## config.mk

```make
export PLATFORM = sky130hd
export DESIGN_NAME = control_unit
export DESIGN_NICKNAME = d
export VERILOG_FILES = /design/src/rtl/control_unit_pkg.sv /design/src/rtl/control_unit_cond_eval.sv /design/src/rtl/control_unit.sv
export SDC_FILE = /design/constraint.sdc
export NUM_CORES = 1
export LEC_CHECK = 0
export ABC_AREA = 1
export CORE_ASPECT_RATIO = 1.1
export CORE_UTILIZATION = 46
export CTS_CLUSTER_SIZE = 28
export DETAILED_ROUTE_END_ITERATION = 10
export PLACE_DENSITY = 0.78
export SLEW_MARGIN = 5
export SYNTH_ARGS = -nofsm -noshare
export SYNTH_HDL_FRONTEND = slang
export SYNTH_SLANG_ARGS = --single-unit
export TNS_END_PERCENT = 10
```

## constraint.sdc

```tcl
create_clock -name clk -period 1.4 [get_ports clk]
set_input_delay 0.14 -clock clk [delete_from_list [all_inputs] [get_ports clk]]
set_output_delay 0.14 -clock clk [all_outputs]
set_load 0.01 [all_outputs]
```

## src/rtl/control_unit_pkg.sv

```systemverilog
// rtl/control_unit_pkg.sv - shared types and encodings for the accumulator-datapath sequencer
//
// Package cu_pkg: sequencer state enum, op3 class constants, selData /
// selAddressAC encodings, condition-code constants, and the Moore decode
// of registered control strobes per state.
package cu_pkg;

    typedef enum logic [3:0] {
        S_IDLE   = 4'd0,
        S_FETCH0 = 4'd1,
        S_DECODE = 4'd2,
        S_FETCH1 = 4'd3,
        S_FETCH2 = 4'd4,
        S_LDI_WR = 4'd5,
        S_LDA_EX = 4'd6,
        S_STA_RD = 4'd7,
        S_STA_WR = 4'd8,
        S_JMP_EX = 4'd9,
        S_ALU_A  = 4'd10,
        S_ALU_B  = 4'd11,
        S_ALU_WB = 4'd12
    } state_t;

    // Instruction classes (op3 = opcode[3:1]); 1xx is the ALU class
    localparam logic [2:0] OP_LDA = 3'b000;
    localparam logic [2:0] OP_STA = 3'b001;
    localparam logic [2:0] OP_JMP = 3'b010;
    localparam logic [2:0] OP_LDI = 3'b011;

    // Register-file write data source
    localparam logic [1:0] SD_MEM    = 2'b00;
    localparam logic [1:0] SD_RESULT = 2'b01;
    localparam logic [1:0] SD_DATA   = 2'b10;

    // Register-file address source
    localparam logic [1:0] SA_RD  = 2'b00;
    localparam logic [1:0] SA_RS1 = 2'b01;
    localparam logic [1:0] SA_RS2 = 2'b10;

    // Jump conditions
    localparam logic [1:0] COND_ALWAYS = 2'b00;
    localparam logic [1:0] COND_Z      = 2'b01;
    localparam logic [1:0] COND_C      = 2'b10;
    localparam logic [1:0] COND_N      = 2'b11;

    // Control strobes that depend only on state (operation and the
    // JMP_EX pcEn/selPC are handled separately in the top).
    typedef struct packed {
        logic       pcEn;
        logic       selAddress;
        logic       mr;
        logic       mw;
        logic       LSEn;
        logic       RSEn;
        logic       DIEn;
        logic       enb;
        logic       dataRegEn;
        logic       resultRegEn;
        logic       CEn;
        logic       ZEn;
        logic       NEn;
        logic [1:0] selAddressAC;
        logic [1:0] selData;
        logic       busy;
        logic       instrDone;
    } ctrl_t;

    function automatic ctrl_t stateCtrl(state_t s);
        ctrl_t c;
        c      = '0;
        c.busy = (s != S_IDLE);
        case (s)
            S_FETCH0, S_FETCH1: begin
                c.mr   = 1'b1;
                c.LSEn = 1'b1;
                c.pcEn = 1'b1;
            end
            S_DECODE: c.DIEn = 1'b1;
            S_FETCH2: begin
                c.mr   = 1'b1;
                c.RSEn = 1'b1;
                c.pcEn = 1'b1;
            end
            S_LDI_WR: begin
                c.mr           = 1'b1;
                c.pcEn         = 1'b1;
                c.enb          = 1'b1;
                c.selData      = SD_MEM;
                c.selAddressAC = SA_RD;
                c.instrDone    = 1'b1;
            end
            S_LDA_EX: begin
                c.selAddress   = 1'b1;
                c.mr           = 1'b1;
                c.enb          = 1'b1;
                c.selData      = SD_MEM;
                c.selAddressAC = SA_RD;
                c.instrDone    = 1'b1;
            end
            S_STA_RD: begin
                c.selAddressAC = SA_RD;
                c.dataRegEn    = 1'b1;
            end
            S_STA_WR: begin
                c.selAddress = 1'b1;
                c.mw         = 1'b1;
                c.instrDone  = 1'b1;
            end
            S_JMP_EX: c.instrDone = 1'b1;
            S_ALU_A: begin
                c.selAddressAC = SA_RS1;
                c.dataRegEn    = 1'b1;
            end
            S_ALU_B: begin
                c.selAddressAC = SA_RS2;
                c.resultRegEn  = 1'b1;
                c.CEn          = 1'b1;
                c.ZEn          = 1'b1;
                c.NEn          = 1'b1;
            end
            S_ALU_WB: begin
                c.enb          = 1'b1;
                c.selData      = SD_RESULT;
                c.selAddressAC = SA_RD;
                c.instrDone    = 1'b1;
            end
            default: ;
        endcase
        return c;
    endfunction

endpackage

```

## src/rtl/control_unit_cond_eval.sv

```systemverilog
// rtl/control_unit_cond_eval.sv - private C/Z/N flag copy and jump-condition mux
//
// Ports:
//   clk, reset   clock, asynchronous active-high reset
//   flagLoad     capture CC/ZZ/NN into the flags (asserted in ALU_B)
//   CC, ZZ, NN   ALU carry/zero/negative
//   cond         jump condition code (DI[2:1])
//   taken        condition holds against the registered flags
module cond_eval
    import cu_pkg::*;
(
    input  logic       clk,
    input  logic       reset,
    input  logic       flagLoad,
    input  logic       CC,
    input  logic       ZZ,
    input  logic       NN,
    input  logic [1:0] cond,
    output logic       taken
);

    logic cFlag;
    logic zFlag;
    logic nFlag;

    always_ff @(posedge clk or posedge reset) begin
        if (reset) begin
            cFlag <= 1'b0;
            zFlag <= 1'b0;
            nFlag <= 1'b0;
        end else if (flagLoad) begin
            cFlag <= CC;
            zFlag <= ZZ;
            nFlag <= NN;
        end
    end

    always_comb begin
        taken = 1'b0;
        case (cond)
            COND_ALWAYS: taken = 1'b1;
            COND_Z:      taken = zFlag;
            COND_C:      taken = cFlag;
            COND_N:      taken = nFlag;
            default:     taken = 1'b0;
        endcase
    end

endmodule

```

## src/rtl/control_unit.sv

```systemverilog
// rtl/control_unit.sv - multi-cycle fetch/decode/execute sequencer for the 8-bit accumulator datapath
//
// Ports:
//   clk, reset            clock, asynchronous active-high reset
//   run                   enables fetch; sampled in IDLE and in each instruction's last state
//   toCU[3:0]             opcode nibble from memory; [3:1] latched in FETCH0, [0] is rd[1]
//   jmpCond[1:0]          DI[2:1]: jump condition / ALU function bit f0
//   CC, ZZ, NN            ALU flags
//   pcEn ... NEn          datapath enables and selects
//   selAddressAC[1:0]     register-file address source
//   selData[1:0]          register-file write data source
//   operation[2:0]        ALU function
//   busy                  high outside IDLE
//   instr_done            one-cycle pulse in the last cycle of each instruction
module control_unit
    import cu_pkg::*;
(
    input  logic       clk,
    input  logic       reset,
    input  logic       run,
    input  logic [3:0] toCU,
    input  logic [1:0] jmpCond,
    input  logic       CC,
    input  logic       ZZ,
    input  logic       NN,
    output logic       pcEn,
    output logic       selPC,
    output logic       selAddress,
    output logic       mr,
    output logic       mw,
    output logic       wordRegEn,
    output logic       LSEn,
    output logic       RSEn,
    output logic       DIEn,
    output logic       selALUsrc,
    output logic       enb,
    output logic       dataRegEn,
    output logic       resultRegEn,
    output logic       CEn,
    output logic       ZEn,
    output logic       NEn,
    output logic [1:0] selAddressAC,
    output logic [1:0] selData,
    output logic [2:0] operation,
    output logic       busy,
    output logic       instr_done
);

    state_t     state;
    logic [2:0] op3;
    ctrl_t      ctrl;
    logic [2:0] operationReg;
    logic       taken;
    logic       jmpTaken;
    logic       unusedRdHigh;

    // toCU[0] carries rd[1], which the datapath takes from DI directly
    assign unusedRdHigh = toCU[0];

    cond_eval uCondEval (
        .clk      (clk),
        .reset    (reset),
        .flagLoad (state == S_ALU_B),
        .CC       (CC),
        .ZZ       (ZZ),
        .NN       (NN),
        .cond     (jmpCond),
        .taken    (taken)
    );

    function automatic state_t nextOf(state_t s, logic [2:0] opClass, logic runIn);
        state_t n;
        n = s;
        case (s)
            S_IDLE:   n = runIn ? S_FETCH0 : S_IDLE;
            S_FETCH0: n = S_DECODE;
            S_DECODE: n = (opClass == OP_LDI) ? S_LDI_WR : S_FETCH1;
            S_FETCH1: n = opClass[2] ? S_ALU_A : S_FETCH2;
            S_FETCH2: begin
                case (opClass)
                    OP_LDA:  n = S_LDA_EX;
                    OP_STA:  n = S_STA_RD;
                    default: n = S_JMP_EX;
                endcase
            end
            S_STA_RD: n = S_STA_WR;
            S_ALU_A:  n = S_ALU_B;
            S_ALU_B:  n = S_ALU_WB;
            S_LDI_WR, S_LDA_EX, S_STA_WR, S_JMP_EX, S_ALU_WB:
                      n = runIn ? S_FETCH0 : S_IDLE;
            default:  n = S_IDLE;
        endcase
        return n;
    endfunction

    // Outputs are registered alongside the state, decoded from the state
    // being entered, so they are glitch-free Moore outputs of that state.
    always_ff @(posedge clk or posedge reset) begin
        if (reset) begin
            state        <= S_IDLE;
            op3          <= OP_LDA;
            ctrl         <= '0;
            operationReg <= 3'b000;
        end else begin
            state <= nextOf(state, op3, run);
            ctrl  <= stateCtrl(nextOf(state, op3, run));
            // DI (and so jmpCond) is stable from DECODE onward, so its
            // value in ALU_A is the one the ALU_B operation needs.
            operationReg <= (nextOf(state, op3, run) == S_ALU_B)
                            ? {op3[1:0], jmpCond[0]} : 3'b000;
            if (state == S_FETCH0) begin
                op3 <= toCU[3:1];
            end
        end
    end

    // The jump decision uses the registered flags and DI, which do not
    // change during JMP_EX, so this path is stable for the whole cycle.
    assign jmpTaken     = (state == S_JMP_EX) && taken;

    assign pcEn         = ctrl.pcEn | jmpTaken;
    assign selPC        = jmpTaken;
    assign selAddress   = ctrl.selAddress;
    assign mr           = ctrl.mr;
    assign mw           = ctrl.mw;
    assign wordRegEn    = 1'b0;
    assign LSEn         = ctrl.LSEn;
    assign RSEn         = ctrl.RSEn;
    assign DIEn         = ctrl.DIEn;
    assign selALUsrc    = 1'b0;
    assign enb          = ctrl.enb;
    assign dataRegEn    = ctrl.dataRegEn;
    assign resultRegEn  = ctrl.resultRegEn;
    assign CEn          = ctrl.CEn;
    assign ZEn          = ctrl.ZEn;
    assign NEn          = ctrl.NEn;
    assign selAddressAC = ctrl.selAddressAC;
    assign selData      = ctrl.selData;
    assign operation    = operationReg;
    assign busy         = ctrl.busy;
    assign instr_done   = ctrl.instrDone;

endmodule

```

==> metrics <==
status=finished with violations; failing checks=setup timing; most frequent cells in the layout=28 x dfrtp_1, 28 x nand2_1, 25 x clkdlybuf4s50_1; DP Wirelength=~2000 µm; Ant. Diodes=0; cells after synthesis=between 100 and 150; Arrival @ worst endpoint=about 1.4 ns; hold-fix buffers at CTS=0; worst path cell trace=o311ai_2 > nor2_1 > or2_4 > buf_6; layout cells sized above 1=23.3%; area share of the largest cell type after synthesis=56.2%; LEAKAGE=about 0.00095 µW; drt total wl=between 2000 and 3000 µm; clock network power share=approximately a tenth; Unique masters post-synth=21; Post-Route Skew=~0.007 ns; Port Buf Inserts=32; CP endpoint kind=primary output; kind of critical path=reg -> out; Final period util=110%; Routed Antenna Nets=0; 1st-iter DRT viols=34; Clock Sink Count=28; Internal Power=between 2000 and 2500 µW; Syn-to-layout area delta=40.2%; worst hold path type=in -> async; Reg clk slew, reported paths=between 0.1 and 0.15 ns; Core Footprint=~2500 µm²; row count=19; routed vias/inst=between 4 and 5; Max Buffers Root-to-Sink=2; Switching Share=40.2%; Syn Area/Cell=roughly 9 µm²; yosys warns=0; clk_lat worst skew=0.32 ns; first-pass GRT wire length=4320 µm; achievable frequency=~0.65 GHz; GRT Util Overall=20.2%; synthesis-stage register bit count=28; Setup WS pre-CTS=-0.588 ns; Final Core Density=between 60% and 70%; setup ws final=-0.134 ns; RSZ-0062 raised after global routing=true; grt total ovfl=0; max_cap viols=0; routability cong.=0.880; Power Dens Cells=between 2000 and 2500 nW/µm²; post-DR wirelength/cell=11.8 µm; CTS tree=done; Die H=56.6 µm; total iterations of the first detailed-routing run=4; Worst VDD drop=around 1400 µV; crit path max fanout=2; antenna violations before repair=0; startpoint types=flip-flop; number of buffers created by CTS=3; setup violators final=9; Final min period=1.53 ns; Die X=roughly 52 µm; R2R setup slack=-0.06 ns; vias in the first global route=~1,100; largest net degree at the start of global routing=29; fin. max-slew vios=0; combinational group share of total power=a little under three fifths; CP required=1.26 ns; post-synthesis cell area=around 1200 µm²; Psw=~1500 µW; Hold Fails Final Rpt=0; DRC errors left=0; Flop pwr share=between 30 and 40%; crit-path max cell delay=0.42 ns; Final nets=between 200 and 250; I/O pins=37; via count=1,043; sequential area share after synthesis=between 50 and 60%; Critical-path top delay cell=dfrtp_1; area of the die=2920 µm²; root buffer cell=clkbuf_4; main area contributors after synthesis=dfrtp_1 56%, nand2_1 9.6%, inv_1 6.9%; H-tree depth=1; cell taking the most area after synthesis=dfrtp_1; Starting Density=between 40% and 50%
worst max-delay path, delay by kind of cell, from the launching register on:
kind / cells / cell delay, ns
buffers and inverters: 1 / 0.12
and+or+nand+nor: 2 / 0.31
DFF: 1 / 0.42
AOI/OAI and AO/OA: 1 / 0.22
cells by family (layout without fill, tap and decap cells):
logic type,count (synthesis),after routing,share of synthesized area [%]
and+or+nand+nor,69,69,25.4
buffers and inverters,33,78,12.6
DFF,28,28,56.2
AOI/OAI and AO/OA,11,11,5.52
other,1,3,0.301
power by group through the flow:
| stage | Clock (µW) | Sequential, µW | Combinational [µW] |
|---|---|---|---|
| finish | 381 | 1230 | 2010 |
| detailed placement | 0 | 1240 | 1870 |
| CTS | 394 | 1240 | 1950 |
| global placement | 0 | 1230 | 1810 |
| global route | 431 | 1260 | 2200 |
| floorplan | 0 | 1320 | 930 |
worst paths after layout:
kind | start | end | depth (start not counted)
setup / recovery | uCondEval.zFlag | pcEn | 4
hold / removal | reset | op3[0] | 3
setup reg to reg | state[1] | instr_done | 9
hold reg to reg | uCondEval.nFlag | uCondEval.nFlag | 2
max in group asynchronous | reset | dataRegEn | 3
min in group clk | CC | uCondEval.cFlag | 3
flip-flops by register name (all words and copies together), names as in the netlist, 2 cells and up:
signal	flops
state	4
op3	3
operation	3
selAddressAC	2
stage by stage:
stage	instance area (µm²)	total power, µW	std cells	hold WS, ns	TNS [ns]
detailed placement	1670	3120	215	0.468	-1.24
finish	1750	3630	220	0.158	-0.420
global placement	1670	3040	215	0.459	-0.824
global route	1750	3900	220	0.209	-1.25
floorplan	1250	2250	144	0.205	0
CTS	1740	3590	219	0.169	-0.452
cell usage after synthesis:
cell type	count
a21oi_1	2
nand2_1	32
o21ai_0	5
buf_4	9
nor2_1	18
nor2_4	2
o21ai_2	1
nand2_2	3
o311ai_0	1
dfrtp_1	28
conb_1	1
a21boi_0	1
nor2_2	2
o2111ai_1	1
nand3_2	1
nand4_2	1
clkinv_1	1
nand4_1	1
or2_2	1
nand3_1	8
inv_1	23
layout make-up:
| class | instances | area (µm²) |
|---|---|---|
| tap | 31 | 38.8 |
| multi-input combinational | 83 | 434 |
| sequential | 28 | 701 |
| timing repair buffer | 50 | 449 |
| clock buffer | 4 | 36.3 |
| fill | 202 | 795 |
| inverter | 24 | 90.1 |
layer usage:
layer	share of wire (%)	vias up	global-route usage [%]	wire length, µm
li1	-	517	-	-
met1	42	486	23.9	1100
met2	51	27	35.4	1320
met3	3.0	13	2.71	79
met4	3.7	0	8.88	97
met5	0	-	0	0
timing repair:
item | in CTS | in global routing
setup endpoints to repair | 12 | 12
buffers inserted | 0 | 1
pin swaps | 4 | 3
gates resized for setup | 22 | 7
Power figures use the tool's default switching activity.
==> RTL change 1, RTL diff (same flow settings) <==
The output `operation` loses its register stage (`operationReg` becomes a continuous assignment).
--- a/src/rtl/control_unit.sv
+++ b/src/rtl/control_unit.sv
@@ -100,19 +100,18 @@
             state        <= S_IDLE;
             op3          <= OP_LDA;
             ctrl         <= '0;
-            operationReg <= 3'b000;
         end else begin
             state <= nextOf(state, op3, run);
             ctrl  <= stateCtrl(nextOf(state, op3, run));
             // DI (and so jmpCond) is stable from DECODE onward, so its
             // value in ALU_A is the one the ALU_B operation needs.
-            operationReg <= (nextOf(state, op3, run) == S_ALU_B)
-                            ? {op3[1:0], jmpCond[0]} : 3'b000;
             if (state == S_FETCH0) begin
                 op3 <= toCU[3:1];
             end
         end
     end
+
+    assign operationReg = (nextOf(state, op3, run) == S_ALU_B) ? {op3[1:0], jmpCond[0]} : 3'b000;
 
     // The jump decision uses the registered flags and DI, which do not
     // change during JMP_EX, so this path is stable for the whole cycle.
Function: changed (Yosys sat finds a counterexample within 10 cycles, from zero or initial values and one cycle with reset high).
==> RTL change 1 against the original RTL <==
Wire length shrank 7.6%; sequential cell count fell by 3; synthesized area fell by 5.0%; design area down 5.9%; clock power fell by 20%; clock skew down 6.3 ps; power is 6.8% lower; critical path depth grew 2; the flow still finishes with violations (setup timing); synthesized cell count down 0.70%; non-clock buffer count down 3; worst setup slack got worse by 27 ps; core utilization up 1.5 points.
==> RTL change 1: results (changes against the original RTL) <==
Outcome = complete, but fails checks
Failing checks = setup timing
Top cells by area, synth = dfrtp_1, nand2_1, inv_1
Synth cell count leaders = nand2_1, dfrtp_1, inv_1
Clock skew = 0.815 ps (-6.27 ps)
Arrival @ worst endpoint = 1420 ps (+30 ps)
DR vias = 1023 (-1.9%)
Vias/cell = 4.78 (+0.83%)
Pin count of the biggest net entering global routing = 26 (-10%)
Clk slew on worst S/H paths = 120 ps (-20 ps)
Final setup vio count = 9 (unchanged)
First-pass GRT wire length = 4080 µm (-5.6%)
Fin nets = 197 (-2.5%)
Routed wire length = 2400 µm (-7.6%)
DP Cell Count = 209 (-2.8%)
Crit path largest cell delay = 400 ps (-20 ps)
Number of fill cells = 195 (-3.5%)
LEAKAGE = 0.922 nW (-3.1%)
Share of layout cells above drive strength 1 = 0.239 (+0.00633)
Sw Share = 0.411 (+0.00863)
Sequential fraction of the synthesis area = 0.528 (-0.0337)
Placer Congestion = 0.904 (+2.7%)
Reg2Reg Depth = 10 (+1)
Critical-path top delay cell = dfrtp_1
Asr flop ratio synth = 1.00 (unchanged)
Post-Synth XOR/XNOR Area = 0 (unchanged)
Gr usage total = 0.191 (-0.0109)
Worst Slack Setup Final = -161 ps (-26.9 ps)
Setup WS pre-CTS = -490 ps (+97.6 ps)
Synth Area in Compound Gates = 0.0433 (-0.0119)
Worst VDD drop = 0.00140 V (+0.78%)
First-pass iteration count of the detailed router = 6 (+2)
Dpl hpwl = 1870 µm (-8.7%)
Synth Flop Type = dfrtp_1
Gate Count Post-Synth = 141 (-0.70%)
DRT iter0 DRCs = 18 (-47%)
Vias in the first global route = 970 (-8.2%)
## RTL change 1: cell types whose count changed after synthesis, moves of 2 or more
cell and change:
nor2_1 -2, nand3_1 +2, nor3_1 +2, nand2_1 +2, dfrtp_1 -3
## RTL change 1: kinds of logic after synthesis
family / Yosys count
and+or+nand+nor: 74
buffers and inverters: 32
DFF: 25
AOI/OAI and AO/OA: 9
other: 1
## RTL change 1: worst paths after layout
check,start,to,slack [ps]
hold reg to reg,uCondEval.cFlag$_DFFE_PP0N_,uCondEval.cFlag$_DFFE_PP0N_,510
min in group clk,CC,uCondEval.cFlag$_DFFE_PP0N_,370
setup / recovery,uCondEval.cFlag$_DFFE_PP0N_,pcEn,-160
setup reg to reg,state[1]$_DFF_PP0_,enb$_DFF_PP0_,-30
hold / removal,reset,selAddressAC[1]$_DFF_PP0_,180
max in group asynchronous,reset,state[0]$_DFF_PP0_,990
## RTL change 1: power by group through the flow
stage | Clock (mW) | Combinational, mW | Sequential, mW
final | 0.306 | 1.94 | 1.14
after global routing | 0.356 | 2.13 | 1.17
after CTS | 0.316 | 1.91 | 1.13
after detailed placement | 0 | 1.80 | 1.14
after global placement | 0 | 1.76 | 1.14
after floorplan | 0 | 1.03 | 1.20
## RTL change 1: area by class of cell
cell class              count  area (µm²)  area share
multi-input cells          86         445       0.271
repair buffers             47         429       0.261
flip-flops and latches     25         626       0.380
well taps                  30        37.5      0.0228
clock buffers               4        26.3      0.0160
inverters                  22        82.6      0.0502
## RTL change 1: per-stage QoR
step                      TNS [ps]  hold slack, ps  instance area (µm²)  total power, mW
final                         -635             178                 1650             3.38
after global routing         -1710             193                 1650             3.66
after global placement       -1290             467                 1580             2.90
after CTS                     -606             177                 1630             3.36
after floorplan                  0             167                 1190             2.23
after detailed placement     -1430             479                 1580             2.94
## RTL change 1: routing by layer
metal | up-vias | part of all wire | GRT usage
li1 | 504 | - | -
met1 | 478 | 0.38 | 0.239
met2 | 35 | 0.55 | 0.330
met3 | 6 | 0.045 | 0.0303
met4 | 0 | 0.023 | 0.0635
met5 | - | 0 | 0
## RTL change 1: critical path: cells and delay by family (launching register included)
kind | cells | cell delay (ps)
buf+inv | 1 | 120
compound gates | 1 | 160
flops | 1 | 400
simple gates | 4 | 430
## RTL change 1: repair_timing
action,in CTS,in global routing
buffers inserted,1,0
setup endpoints to repair,15,13
pin swaps,7,2
gates resized for setup,38,4
==> RTL change 2, RTL diff (same settings) <==
Without the edit above. Register the outputs `selPC` and `instr_done`, with the module's reset; this adds one clock of latency there. The other outputs are not delayed to match. Comments in the files are not updated.
--- a/src/rtl/control_unit.sv
+++ b/src/rtl/control_unit.sv
@@ -119,7 +119,6 @@
     assign jmpTaken     = (state == S_JMP_EX) && taken;
 
     assign pcEn         = ctrl.pcEn | jmpTaken;
-    assign selPC        = jmpTaken;
     assign selAddress   = ctrl.selAddress;
     assign mr           = ctrl.mr;
     assign mw           = ctrl.mw;
@@ -138,7 +137,15 @@
     assign selData      = ctrl.selData;
     assign operation    = operationReg;
     assign busy         = ctrl.busy;
-    assign instr_done   = ctrl.instrDone;
+    always_ff @(posedge clk or posedge reset) begin
+        if (reset) begin
+            selPC      <= '0;
+            instr_done <= '0;
+        end else begin
+            selPC      <= jmpTaken;
+            instr_done <= ctrl.instrDone;
+        end
+    end
 
 endmodule
 
Formal check against the unedited RTL: not equivalent (Yosys sat finds a counterexample within 4 cycles, from zero or initial values and one cycle with reset high).
==> RTL change 2 against the original RTL <==
First-iteration DRC count up 21%; the run still ends with setup timing left; critical path depth up 2; sequential cell count up 2; maximum frequency down 0.24%; non-clock buffer count down 6; core utilization down 2.8 points; wire length up 9.0%; synthesized area up 9.3%; power up 10%; final cell count up 0.91%; worst setup slack worse by 3.6 ps; via count up 4.9%; design area up 5.7%.
==> RTL change 2: results (changes against the original RTL) <==
Met2 WL post-DR = 1380 µm (+4.7%)
Clock skew = 10.8 ps (+3.69 ps)
Worst skew pair latency = 340 ps (+20 ps)
Net Switching = 1.62 mW (+11%)
Placer Congestion = 0.870 (-1.2%)
P_clk = 0.677 mW (+78%)
Share of layout cells above drive strength 1 = 0.275 (+0.0423)
Post-DP Area = 1740 µm² (+4.0%)
Dpl hpwl = 2060 µm (+0.27%)
Clk slew on worst S/H paths = 100 ps (-40 ps)
Fin cells = 222 (+0.91%)
First-pass GRT wire length = 4450 µm (+3.0%)
Outcome = complete, but fails checks
Vias in the first global route = 1029 (-2.6%)
Synth cell count leaders = dfrtp_1, nand2_1, inv_1
DRT iter0 DRCs = 41 (+21%)
Failing checks = setup timing
DRT met1 WL = 1160 µm (+5.4%)
Met2 Usage GRT = 0.330 (-0.0246)
Max reg flops = 4 (unchanged)
Final setup vio count = 1 (-8)
Synth cell types = 24 (+14%)
Worst Slack Setup Final = -137 ps (-3.62 ps)
Gate Count Post-Synth = 145 (+2.1%)
Met3 wire len = 199 µm (+150%)
Gr usage total = 0.208 (+0.00598)
Clock Power Share = 0.169 (+0.064)
Number of fill cells = 221 (+9.4%)
Setup WS pre-CTS = -445 ps (+142 ps)
Initial antenna violation count = 0 (unchanged)
Worst VDD drop = 0.00121 V (-13%)
Arrival @ worst endpoint = 1400 ps
LEAKAGE = 1.05 nW (+10%)
# H-tree levels = 2 (+1)
DP Cell Count = 213 (-0.93%)
Routed wire length = 2830 µm (+9.0%)
-- RTL change 2: cell count changes in the layout (fill, tap and decap cells not counted), sizes merged, moves of 2 or more --
cell | unedited run | this run
nand3 | 9 | 12
buf | 20 | 13
dfrtp | 28 | 30
nor2 | 22 | 17
dlymetal6s2s | 1 | 3
nand2 | 35 | 33
a21oi | 2 | 4
o211ai | 0 | 2
nor3 | 0 | 2
-- RTL change 2: timing repair --
item | CTS | global route
buffers inserted | 1 | 0
setup endpoints to repair | 5 | 11
pin swaps | 2 | 3
resized for setup | 9 | 10
cloned | 0 | 0
-- RTL change 2: worst paths after layout --
kind | startpoint | end | slack [ps] | depth (start not counted)
max | uCondEval.cFlag$_DFFE_PP0N_ | pcEn | -140 | 6
min | reset | state[0]$_DFF_PP0_ | 170 | 3
max reg2reg | state[2]$_DFF_PP0_ | busy$_DFF_PP0_ | 30 | 7
min reg2reg | ctrl[0]$_DFF_PP0_ | instr_done$_DFF_PP0_ | 360 | 0
max in group asynchronous | reset | LSEn$_DFF_PP0_ | 950 | 3
min in group clk | CC | uCondEval.cFlag$_DFFE_PP0N_ | 340 | 3
-- RTL change 2: worst max-delay path: stages, from the launching register on --
cell and delay [ps]:
dfrtp_1 410, nand2_1 70, nand2_1 60, a21oi_2 130
nor3_2 50, or2_1 200, buf_2 130
-- RTL change 2: cell families after synthesis --
family,after synthesis,share of synthesized area
buf+inv,33,0.118
compound gates,13,0.0596
flops,30,0.550
other cells,1,0.00275
simple gates,68,0.269
-- RTL change 2: layout make-up --
cell class	instances	area, µm²	share of cell area
Clock buffer	5	37.5	0.0203
Clock inverter	3	40.0	0.0217
Inverter	23	86.3	0.0467
Multi-Input combinational cell	84	485	0.263
Sequential cell	30	751	0.406
Tap cell	33	41.3	0.0223
Timing Repair Buffer	44	408	0.221
